<file path="src/rtl/pipe_skid_latch.sv">
`default_nettype none
// ============================================================================
// Module      : pipe_skid_latch
// Description : One-stage valid/ready pipeline latch with a 1-entry skid buffer,
//               synchronous flush to bubbles and a saturating stall counter.
// Revision    : 1.0 - initial release
// ============================================================================
module pipe_skid_latch #(
    parameter int DATA_W   = 32,
    parameter int CTRL_W   = 8,
    parameter int CLR_DATA = 1,
    parameter int CNT_W    = 16
) (
    input  logic              clk,
    input  logic              rst_n,
    input  logic              flush,
    input  logic              in_valid,
    output logic              in_ready,
    input  logic [DATA_W-1:0] in_data,
    input  logic [CTRL_W-1:0] in_ctrl,
    output logic              out_valid,
    input  logic              out_ready,
    output logic [DATA_W-1:0] out_data,
    output logic [CTRL_W-1:0] out_ctrl,
    output logic [1:0]        occ,
    output logic [CNT_W-1:0]  stall_cnt
);

    // State encoding doubles as the occupancy count.
    typedef enum logic [1:0] {
        S_EMPTY = 2'd0,
        S_HEAD  = 2'd1,
        S_FULL  = 2'd2
    } state_t;

    state_t            state_q, state_d;
    logic [DATA_W-1:0] head_data_q, head_data_d;
    logic [CTRL_W-1:0] head_ctrl_q, head_ctrl_d;
    logic [DATA_W-1:0] skid_data_q, skid_data_d;
    logic [CTRL_W-1:0] skid_ctrl_q, skid_ctrl_d;
    logic [CNT_W-1:0]  stall_cnt_q, stall_cnt_d;

    logic accept;
    logic drain;

    // Handshake outputs come straight from the state register.
    assign out_valid = (state_q != S_EMPTY);
    assign in_ready  = (state_q != S_FULL);
    assign occ       = state_q;
    assign out_data  = head_data_q;
    assign out_ctrl  = out_valid ? head_ctrl_q : '0;
    assign stall_cnt = stall_cnt_q;

    assign accept = in_valid & in_ready & ~flush;
    assign drain  = out_valid & out_ready;

    always_comb begin
        state_d     = state_q;
        head_data_d = head_data_q;
        head_ctrl_d = head_ctrl_q;
        skid_data_d = skid_data_q;
        skid_ctrl_d = skid_ctrl_q;
        stall_cnt_d = stall_cnt_q;

        if (out_valid && !out_ready && !(&stall_cnt_q)) begin
            stall_cnt_d = stall_cnt_q + CNT_W'(1);
        end

        if (flush) begin
            state_d     = S_EMPTY;
            head_ctrl_d = '0;
            skid_ctrl_d = '0;
            if (CLR_DATA != 0) begin
                head_data_d = '0;
                skid_data_d = '0;
            end
        end else begin
            case (state_q)
                S_EMPTY: begin
                    if (accept) begin
                        state_d     = S_HEAD;
                        head_data_d = in_data;
                        head_ctrl_d = in_ctrl;
                    end
                end
                S_HEAD: begin
                    if (accept && !drain) begin
                        state_d     = S_FULL;
                        skid_data_d = in_data;
                        skid_ctrl_d = in_ctrl;
                    end else if (accept && drain) begin
                        head_data_d = in_data;
                        head_ctrl_d = in_ctrl;
                    end else if (drain) begin
                        state_d = S_EMPTY;
                    end
                end
                S_FULL: begin
                    if (drain) begin
                        state_d     = S_HEAD;
                        head_data_d = skid_data_q;
                        head_ctrl_d = skid_ctrl_q;
                    end
                end
                default: begin
                    state_d = S_EMPTY;
                end
            endcase
        end
    end

    always_ff @(posedge clk or negedge rst_n) begin
        if (!rst_n) begin
            state_q     <= S_EMPTY;
            head_data_q <= '0;
            head_ctrl_q <= '0;
            skid_data_q <= '0;
            skid_ctrl_q <= '0;
            stall_cnt_q <= '0;
        end else begin
            state_q     <= state_d;
            head_data_q <= head_data_d;
            head_ctrl_q <= head_ctrl_d;
            skid_data_q <= skid_data_d;
            skid_ctrl_q <= skid_ctrl_d;
            stall_cnt_q <= stall_cnt_d;
        end
    end

endmodule
`default_nettype wire

</file>
<file path="config.mk">
export PLATFORM = sky130hd
export DESIGN_NAME = pipe_skid_latch
export DESIGN_NICKNAME = d
export VERILOG_FILES = /design/src/rtl/pipe_skid_latch.sv
export SDC_FILE = /design/constraint.sdc
export NUM_CORES = 1
export LEC_CHECK = 0
export BUFFER_PORTS_ARGS = -buffer_cell sky130_fd_sc_hd__buf_4
export CELL_PAD_IN_SITES_DETAIL_PLACEMENT = 0
export CELL_PAD_IN_SITES_GLOBAL_PLACEMENT = 1
export CORE_MARGIN = 2
export CORE_UTILIZATION = 46
export CTS_BUF_LIST = sky130_fd_sc_hd__clkbuf_4 sky130_fd_sc_hd__clkbuf_8
export DETAILED_ROUTE_END_ITERATION = 10
export GPL_TIMING_DRIVEN = 0
export PLACE_DENSITY_LB_ADDON = 0.25
export SLEW_MARGIN = 30
export SYNTH_ARGS = -nofsm -noshare
export SYNTH_HDL_FRONTEND = slang
export SYNTH_SLANG_ARGS = --single-unit
</file>
<file path="constraint.sdc">
create_clock -name clk -period 4.6 [get_ports clk]
set_input_delay 0.23 -clock clk [delete_from_list [all_inputs] [get_ports clk]]
set_output_delay 0.23 -clock clk [all_outputs]
set_load 0.005 [all_outputs]
</file>
Word-level counts from Yosys, hierarchy flattened --
Cells that the tools add are included. Widths: inputs -> output; s select.
Operators by class: equal/unequal tests 9, add/subtract/negate cells 1, multiplexer cells 26, bitwise gates (word level) 4, reduce and logical (&&, ||, !) cells 16
Operators with widths (count):
- $mux 32 | 8
- $pmux 32 s3 | 1
- $mux 8 | 9
- $pmux 8 s3 | 1
- $add 16x1->16 const B | 1
- $reduce_and 16->1 | 1
- $mux 2 | 6
- $ne 3x3->1 const B | 4
- $ne 4x4->1 const B | 2
- $pmux 2 s3 | 1
- $reduce_bool 2->1 | 3
- $reduce_and 5->1 | 1
- $logic_and 1x1->1 | 4
- $reduce_and 4->1 | 1
- $reduce_bool 4->1 | 1
- $and 1x1->1 | 3
- $logic_not 1->1 | 3
- $eq 2x1->1 const B | 1
- $eq 2x2->1 const B | 1
- $logic_not 2->1 | 1
- $ne 2x2->1 const B | 1
- $reduce_and 2->1 | 1
- $not 1->1 | 1
Word-level totals: register bits after elaboration 98, output and inout bits 60

Logic depth before layout (Yosys ltp) --
Gate-level depths: netlist of the first run.
depth in word-level cells 8, depth in mapped cells 6

Worst setup path before layout of the first run --
OpenSTA, ideal clock, no wires.
kind register to register, from register stall_cnt_q[0], in the netlist stall_cnt[0], to register stall_cnt_q[1], in the netlist stall_cnt[1], arrival 1597 ps, period minus slack after synthesis 1725 ps, path slack 2875 ps, cell stages (with the launch flop) 6, setup time 128 ps, cell sequence dfrtp_1 -> ha_1 -> nand3_1 -> nor4_4 -> nor2_2 -> mux2_1
Between the ends: longest elaborated chain between the ends 3, elaborated cells between the ends (all ways) 4, classes of those cells add/sub (1); reduce/logical (3)
Ends and longest elaborated chain:
- from (decl) | line 41 | logic [CNT_W-1:0] stall_cnt_q, stall_cnt_d;
- from (signal assigned) | line 126 | stall_cnt_q <= stall_cnt_d;
- branches (longest 3 deep; another with $add 16x1->16)
Parallel ways; which one is timed is not known. A chain may end at the register's enable or synchronous reset.

Worst setup path after layout of the first run --
from register state_q[1], in the netlist occ[1], to output port in_ready
Between the ends: longest elaborated chain between the ends 1
Ends and longest elaborated chain:
- from (decl) | line 36 | state_t state_q, state_d;
- from (signal assigned) | line 121 | state_q <= state_d;
- $ne 2x2->1 | line 48 | assign in_ready = (state_q != S_FULL);
- to (decl) | line 18 | output logic in_ready,
No other way between the ends.

==> results of run 1 <==
[worst min-delay path by stage]
stage / startpoint / endpoint / slack (ns) / cells after the start
2_1_floorplan: rst_n / head_ctrl_q[0]$_DFFE_PN0P_ / -0.07 / 0
3_3_place_gp: in_data[11] / skid_data_q[11]$_DFFE_PN0P_ / 0.43 / 3
3_5_place_dp: rst_n / out_data[2]$_DFFE_PN0P_ / 0.40 / 1
4_1_cts: rst_n / out_data[2]$_DFFE_PN0P_ / 0.008 / 1
5_1_grt: in_data[14] / skid_data_q[14]$_DFFE_PN0P_ / 0.06 / 3
6_report: in_data[14] / skid_data_q[14]$_DFFE_PN0P_ / 0.07 / 3
[through the flow]
step	setup slack, ns	instance area [sq um]
3_3_place_gp	2.683	5600
2_1_floorplan	2.875	4653
5_1_grt	2.465	5826
6_report	2.613	5826
3_5_place_dp	2.670	5604
4_1_cts	2.604	5813
[power by group]
part / switching [mW] / leakage, nW / internal, mW
sequential: 0.0590 / 1.32 / 0.923
combinational: 0.138 / 1.39 / 0.158
clock: 0.287 / 0.102 / 0.287
total: 0.484 / 2.81 / 1.37
[cells in the final DEF (no fill, tap or decap), types with 2 or more instances in the layout]
| cell | instances |
|---|---|
| dfrtp_1 | 98 |
| nor2b_1 | 10 |
| buf_6 | 8 |
| and3_1 | 3 |
| mux2i_1 | 40 |
| clkinvlp_4 | 2 |
| nand2_1 | 123 |
| nor4_1 | 2 |
| clkbuf_1 | 14 |
| nor3_1 | 4 |
| xor2_1 | 8 |
| nand4_2 | 2 |
| nand3_1 | 8 |
| xnor2_1 | 5 |
| clkbuf_8 | 12 |
| nand3b_1 | 36 |
| a21oi_1 | 7 |
| buf_4 | 103 |
| buf_2 | 10 |
| nor2_1 | 5 |
| nand4_1 | 3 |
| inv_1 | 4 |
| o31ai_1 | 40 |
[metal layers]
metal,part of all wire (%),vias up,track usage [%]
met5,0,-,0
met4,0.93,0,5.905
li1,-,1777,-
met2,48,71,32.26
met3,4.3,8,3.743
met1,47,1747,27.19
[cell usage after synthesis, drive strengths merged (3+ instances only)]
cell type / n
and3: 3
nand2: 123
nor2: 6
nor2b: 10
a21oi: 7
xnor2: 5
nor3: 4
mux2i: 40
mux2: 3
nand3: 8
nand4: 5
xor2: 8
buf: 18
nor4: 4
o31ai: 40
clkbuf: 14
inv: 4
nand3b: 36
dfrtp: 98
[worst max-delay path: cells and delay by family, from the launching register on]
kind / cells / cell delay (ns)
simple gates: 1 / 0.16
buf+inv: 4 / 0.73
flops: 1 / 0.52
[layout make-up]
class / instances / area [sq um] / area share [%]
repair buffers: 105 / 797.0 / 13.68
clock inverters: 4 / 50.05 / 0.8591
plain buffers: 32 / 192.7 / 3.308
well taps: 133 / 166.4 / 2.857
multi-input cells: 314 / 1993 / 34.21
flip-flops and latches: 98 / 2452 / 42.10
inverters: 4 / 15.01 / 0.2577
clock buffers: 12 / 158.9 / 2.728
[state kept, by name (all words and copies together), names as in the netlist]
signal and flops:
out_data 32, skid_data_q 32, stall_cnt 16, head_ctrl_q 8
skid_ctrl_q 8, occ 2
[logic make-up (layout without fill, tap and decap cells)]
| logic type | after synthesis | in the layout | share of synthesized area (%) |
|---|---|---|---|
| compound gates | 52 | 52 | 8.389 |
| xor+xnor | 13 | 13 | 2.447 |
| fa+ha+maj | 1 | 1 | 0.2688 |
| buf+inv | 36 | 157 | 4.464 |
| flops | 98 | 98 | 52.70 |
| mux | 43 | 43 | 9.411 |
| simple gates | 205 | 205 | 22.32 |
[timing repair]
item                                   CTS  global route
endpoints found under the hold margin    0             2
gates resized for setup                  0             0
hold buffers                             0             1
==> metrics, run 1 <==
status=finished, final reports clean; IO Count=about 110; Tmin final=1.987 ns; Top FF cell, synth=dfrtp_1; crit-path most repeated cell=buf_2; leak pwr=2.808 nW; residual DRC count=0; Final ANT Viol Nets=0; Slew HR=between 40 and 50%; Syn Area/Cell=between 10 and 15 sq um; startpoint types=register; CTS root buf=clkbuf_8; routability cong.=between 0.7 and 0.8; r2r worst-path depth=5; final hold violation count=0; slowest CP cell=dfrtp_1; pwr dens=around 320 mW/mm^2; # placed instances=roughly 690; cell area after synthesis=around 0.0047 sq mm; setup TNS=0 ns; R2R Setup Slk=around 2.7 ns; H-tree depth=3; yosys synthesis warning count=0; Synth area leaders=dfrtp_1, nand2_1, mux2i_1; fin crit share=between 40% and 50%; CTS sink cnt=98; fraction of layout cells with a size suffix above 1=about a quarter; Die H=about 100 um; Hold WS=a little over 0.07 ns; antenna violations before repair=0; # diodes=0; GR Util All Layers=19.85%; cts bufs inserted=9; Std-Cell Rows=36; Critical Path RT=between 4 and 5 ns; Max Cap Violations=0; Starting Density=between 40 and 50%; DP HPWL=7404 um; clock buffer depth=2; post-synth top area share=between 50% and 60%; Critical R2R Launch=stall_cnt[0]$_DFFE_PN0P_; fillers=877; crit end category=output port; Critical Path AT=1.76 ns; worst path cell trace=nor2b_1 > buf_2 > buf_2 > inv_1 > buf_4; Routed WL=approximately 10000 um; worst min-delay path class=primary input to register; largest net degree at the start of global routing=just under 100; fraction of the yosys area taken by sequential cells=between 50% and 60%; Cell variety after synth=38; VDD IR max=0.2412 mV; Die Wd=approximately 100 um; cell taking the most area after synthesis=dfrtp_1; starting DRC count in detailed routing=around 120; fin util=59.60%; RSZ-0062 raised after global routing=no; worst-path maximum fanout=10; CP Class=register to output port; Post-synth ARST share=100.0%; total number of vias=3603; total gr overflow=0; Post-synth EDFFs=0; first-pass GRT wire length=17640 um; vias in the first global route=3603; WL/cell=~15 um; die area=about 0.011 sq mm; I/O Buffers=approximately 100; Nets=between 600 and 700; clock latency on the worst-skew pair=0.35 ns; RR Endpoint=stall_cnt[1]$_DFFE_PN0P_; Synth Instances=around 450; vias per inst=5.132; CTS tree=yes; area grow syn2layout=25.19%; DRT Pass-1 Iters=4; skew final=0.008906 ns; Setup Fix Bufs, Post-CTS=0; Synthesized Nets=between 400 and 500; timing endpoint of the critical path=in_ready; CP peak stage delay=between 0.5 and 0.6 ns; worst slew pin tran=between 0.7 and 0.8 ns; Final Power=between 1.5 and 2 mW; Fmax=about 0.50 GHz; Pins Over Slew Limit=0; FF+latch count, synth=98; Clock transition at path regs=approximately 0.090 ns; crit path from=occ[1]$_DFFE_PN0P_; Non-Filler Instances=~700; setup violators final=0; Core Area=between 0.009 and 0.01 sq mm
Power figures use the tool's default switching activity.
==> run 2, diff against run 1 <==
- CORE_UTILIZATION: 46 -> 39
- clock period: 4.6 -> 1.8 ns (I/O delays scaled with it)
==> run 2 against run 1 <==
Effect of this change:
- the flow now finishes with violations (DRC)
- clock-buffer cell count decreased by 1
- worst hold slack improved by 0.083 ns
- critical path depth increased by 1
- first-iteration DRC count increased by 100%
- core utilization decreased by 5.2 points
- clock power increased by 140%
- die area increased by 17%
==> metrics, run 2 (synthesized netlist as in run 1, its figures left out) <==
status=complete, but fails checks; crit end category=register; starting DRC count in detailed routing=239; Clock power frac=between 20% and 30%; die area=around 0.013 sq mm; pwr dens=around 760 mW/mm^2; Final ANT Viol Nets=0; Comb pwr share=a little under a fifth; # placed instances=~700; worst min-delay path class=primary input to register; Max Cap Violations=0; Critical Path RT=just over 2 ns; first-pass GRT wire length=between 15000 and 20000 um; H-tree depth=3; total gr overflow=0; Pins Over Slew Limit=0; WL/cell=approximately 16 um; Starting Density=40.41%; internal power=between 3 and 4 mW; vias per inst=about 5.0; cts bufs inserted=9; clock buffer depth=2; Routed WL=between 10000 and 15000 um; Core Area=between 0.01 and 0.015 sq mm; largest net degree at the start of global routing=99; Die H=113.2 um; Die Wd=approximately 110 um; area grow syn2layout=34.71%; Tmin final=between 1.5 and 2 ns; leak pwr=between 2 and 3 nW; worst-path maximum fanout=8; skew final=a little over 0.006 ns; Nets=between 600 and 700; # diodes=0; final hold violation count=0; clock latency on the worst-skew pair=between 0.3 and 0.4 ns; commonest non-fill, non-tap cell in the layout=nand2_1; startpoint types=register; Std-Cell Rows=39; DRT Pass-1 Iters=8; crit path from=stall_cnt[0]$_DFFE_PN0P_; violated checks=DRC; CTS tree=yes; Sequential Power Share=a little over half; CTS sink cnt=between 90 and 100; Non-Filler Instances=approximately 750; CTS root buf=clkbuf_8; residual DRC count=7; DP HPWL=just under 8000 um; VDD IR max=~0.54 mV; fraction of layout cells with a size suffix above 1=about 25%; IO Count=about 110; Hold Path Origin=in_valid; most frequent cells in the layout=nand2_1, buf_4, dfrtp_1; Psw=~1.3 mW; setup violators final=0; Fmax=0.5780 GHz; vias in the first global route=~3800; Critical R2R Launch=stall_cnt[0]$_DFFE_PN0P_; worst slew pin tran=between 0.8 and 0.9 ns; antenna violations before repair=0; I/O Buffers=~100; Clock transition at path regs=~0.09 ns; fin crit share=96.12%; Slew HR=46.04%; Sw Share=about a quarter; Critical Path AT=1.98 ns; fillers=1074; total number of vias=3794; routability cong.=between 0.7 and 0.8; Final Power=4.749 mW; setup TNS=0 ns; GR Util All Layers=between 10% and 20%; CP Class=register to register
run 2: worst max-delay path: stages, from the launching register on:
cell and delay (ns):
dfrtp_2 0.42, ha_1 0.22, nand3_4 0.13, nor4_4 0.31, buf_6 0.18, nor2_2 0.05, mux2_1 0.31
run 2: layout make-up:
type	instances	area, sq um	area share [%]
sequential	98	2456	39.18
multi-input combinational	314	2011	32.08
timing repair buffer	150	1241	19.80
buffer	32	197.7	3.154
tap	143	178.9	2.854
clock buffer	11	138.9	2.216
clock inverter	1	30.03	0.4790
inverter	4	15.01	0.2395
run 2: path summary, 6_finish.rpt:
kind	end	slack, ns	cells after the start
worst max-delay path	stall_cnt[1]$_DFFE_PN0P_	0.07	6
worst min-delay path	occ[0]$_DFFE_PN0P_	0.16	5
worst max register to register	stall_cnt[1]$_DFFE_PN0P_	0.07	6
worst min register to register	head_ctrl_q[6]$_DFFE_PN0P_	0.47	2
max in group asynchronous	stall_cnt[0]$_DFFE_PN0P_	0.82	2
min in group asynchronous	skid_data_q[0]$_DFFE_PN0P_	0.34	2
run 2: power groups by stage:
stage	logic (mW)	clock network, mW	registers (mW)
finish	0.884	1.35	2.51
floorplan	0.339	0	2.53
detailed placement	0.776	0	2.55
global route	0.966	1.48	2.54
global placement	0.764	0	2.54
CTS	0.860	1.40	2.51
run 2: routing by layer:
layer	vias up	GRT usage [%]	share of wire [%]
met5	-	0	0
met4	0	5.203	1.1
met3	12	4.285	5.6
met2	109	31.66	49
met1	1815	25.22	45
li1	1858	-	-
run 2: per-stage QoR:
| stage | instance area (sq um) | hold WS [ns] | util (%) | setup slack [ns] |
|---|---|---|---|---|
| 2_1_floorplan | 4653 | -0.2056 | - | 0.07537 |
| 3_3_place_gp | 5613 | 0.2911 | 48.74 | -0.1579 |
| 3_5_place_dp | 5617 | 0.2620 | 48.77 | -0.1635 |
| 4_1_cts | 6231 | 0.1361 | 54.11 | 0.0002764 |
| 5_1_grt | 6269 | 0.1879 | 54.43 | -0.005981 |
| 6_report | 6269 | 0.1556 | 54.43 | 0.06989 |
run 2: repair_timing:
action                     in CTS  in global routing
resized for setup               3                  7
pin swaps                       2                  1
hold buffers                   42                  0
setup buffers                   2                  2
setup endpoints to repair      51                 79
hold endpoints to repair      139                  0
==> run 3, diff against run 2 <==
- CORE_UTILIZATION: 39 -> 43
- REMOVE_ABC_BUFFERS: not set -> 1
- clock period: 1.8 -> 1.61 ns (I/O delays scaled with it)
==> run 3 against run 2 <==
Effect of this change:
- the flow finishes with violations (setup timing)
- sequential share of layout area shrank 3.3 points
- via count grew 2.2%
- first-iteration DRC count shrank 31%
- flip-flop and latch count is the same
- total power grew 20%
- routed wire length grew 0.99%
- register-to-register slack lost 0.18 ns
- non-clock buffer count grew 4
- clock power grew 22%
- sequential power grew 13%
==> metrics, run 3 (synthesized netlist as in run 1, its figures left out) <==
status=complete, but fails checks; violated checks=setup timing; Psw=around 1.5 mW; Comb pwr share=between 20% and 30%; worst-path maximum fanout=6; Sw Share=between 20% and 30%; worst path cell trace=mux2_4 > a221oi_4 > buf_8 > buf_12 > buf_12 > o31ai_2; crit end category=register; Routed WL=11890 um; # diodes=0; routability cong.=0.7825; fin util=about two thirds; fin crit share=106.9%; Pins Over Slew Limit=0; starting DRC count in detailed routing=~160; Starting Density=around 45%; CTS root buf=clkbuf_8; clock buffer depth=2; die area=about 0.012 sq mm; total gr overflow=0; residual DRC count=0; Critical Path RT=around 1.8 ns; Slew HR=42.55%; fillers=roughly 820; cts bufs inserted=9; vias per inst=slightly above 5; Critical Path AT=just under 2 ns; RSZ-0062 raised after global routing=yes; IO Count=roughly 110; Max Cap Violations=0; Hold WS=roughly 0.21 ns; slowest CP cell=dfrtp_2; Final WS setup=-0.1108 ns; Sequential Power Share=49.6%; area grow syn2layout=47.32%; CP peak stage delay=roughly 0.44 ns; internal power=about 4.2 mW; first-pass GRT wire length=around 18000 um; Die Wd=108.0 um; vias in the first global route=~3700; clock latency on the worst-skew pair=~0.37 ns; antenna violations before repair=0; Fmax=roughly 0.58 GHz; worst slew pin tran=roughly 0.86 ns; DP HPWL=~6800 um; Clock power frac=around 29%; pwr dens=~830 mW/mm^2; Std-Cell Rows=37; largest net degree at the start of global routing=99; WL/cell=roughly 16 um; dpl ws=-0.6250 ns; commonest non-fill, non-tap cell in the layout=buf_4; Clock transition at path regs=about 0.09 ns; Nets=between 600 and 700; H-tree depth=3; Final Power=roughly 5.7 mW; CTS tree=yes; final hold violation count=0; Final ANT Viol Nets=0; fraction of layout cells with a size suffix above 1=roughly a third; startpoint types=register; crit-path most repeated cell=buf_12; Die H=about 110 um; skew final=about 0.012 ns; I/O Buffers=between 100 and 150; Core Area=between 0.01 and 0.015 sq mm; GR Util All Layers=about a fifth; worst min-delay path class=primary input to register; most frequent cells in the layout=buf_4, nand2_1, dfrtp_1; leak pwr=~3.2 nW; CTS sink cnt=around 100; CP Class=register to register; VDD IR max=approximately 0.54 mV; Tmin final=~1.7 ns; total number of vias=about 3900; setup violators final=41; DRT Pass-1 Iters=4
[run 3: cell count changes in the layout (fill, tap and decap cells not counted), moves of 5 or more]
| cell | change |
|---|---|
| nand2_1 | -10 |
| buf_2 | -8 |
| buf_4 | +11 |
| o31ai_2 | +7 |
| buf_12 | +5 |
| nand2_2 | +6 |
| clkbuf_1 | -14 |
| o31ai_1 | -10 |
[run 3: stage by stage]
step | cell area, sq um | setup TNS, ns | instances
6_report | 6855 | -2.690 | 753
5_1_grt | 6855 | -6.622 | 753
4_1_cts | 6526 | -2.403 | 737
3_5_place_dp | 5614 | -29.47 | 666
3_3_place_gp | 5411 | -188.70 | 656
2_1_floorplan | 4461 | -101.75 | 416
[run 3: power groups by stage]
stage	clock network [mW]	logic, mW	registers [mW]
6_report	1.65	1.22	2.83
5_1_grt	1.77	1.33	2.85
4_1_cts	1.68	1.07	2.79
3_5_place_dp	0	0.850	2.84
3_3_place_gp	0	0.802	2.84
2_1_floorplan	0	0.323	2.83
[run 3: path summary, 6_finish.rpt]
path	from	to	cells past startpoint	slack [ns]
min	in_valid	occ[0]$_DFFE_PN0P_	5	0.21
max	occ[1]$_DFFE_PN0P_	out_data[13]$_DFFE_PN0P_	6	-0.11
min reg2reg	head_ctrl_q[7]$_DFFE_PN0P_	head_ctrl_q[7]$_DFFE_PN0P_	2	0.47
max in group asynchronous	rst_n	occ[0]$_DFFE_PN0P_	2	0.62
max reg2reg	occ[1]$_DFFE_PN0P_	out_data[13]$_DFFE_PN0P_	6	-0.11
min in group asynchronous	rst_n	stall_cnt[12]$_DFFE_PN0P_	2	0.31
[run 3: critical path, delay by kind of cell (launching register included)]
kind | cells | cell delay [ns]
DFF | 1 | 0.44
AOI/OAI and AO/OA | 2 | 0.38
buffers and inverters | 3 | 0.41
muxes | 1 | 0.33
[run 3: timing repair]
item	4_1_cts	5_1_grt
gates cloned	2	5
hold buffers	42	0
setup endpoints to repair	106	82
endpoints found under the hold margin	139	0
resized for setup	38	33
setup buffers	13	11
pin swaps	10	31
[run 3: cell type report]
class | instances | area [sq um] | area share, %
flip-flops and latches | 98 | 2457 | 35.85
multi-input cells | 314 | 2235 | 32.60
repair buffers | 186 | 1780 | 25.97
well taps | 136 | 170.2 | 2.482
clock buffers | 13 | 160.2 | 2.336
clock inverters | 2 | 37.54 | 0.5475
inverters | 4 | 15.01 | 0.2190
[run 3: per-layer routing]
layer	wire, um	GRT usage [%]	up-vias
li1	-	-	1878
met1	5345	25.76	1892
met2	5805	32.97	90
met3	555	3.737	16
met4	184	7.601	0
met5	0	0	-
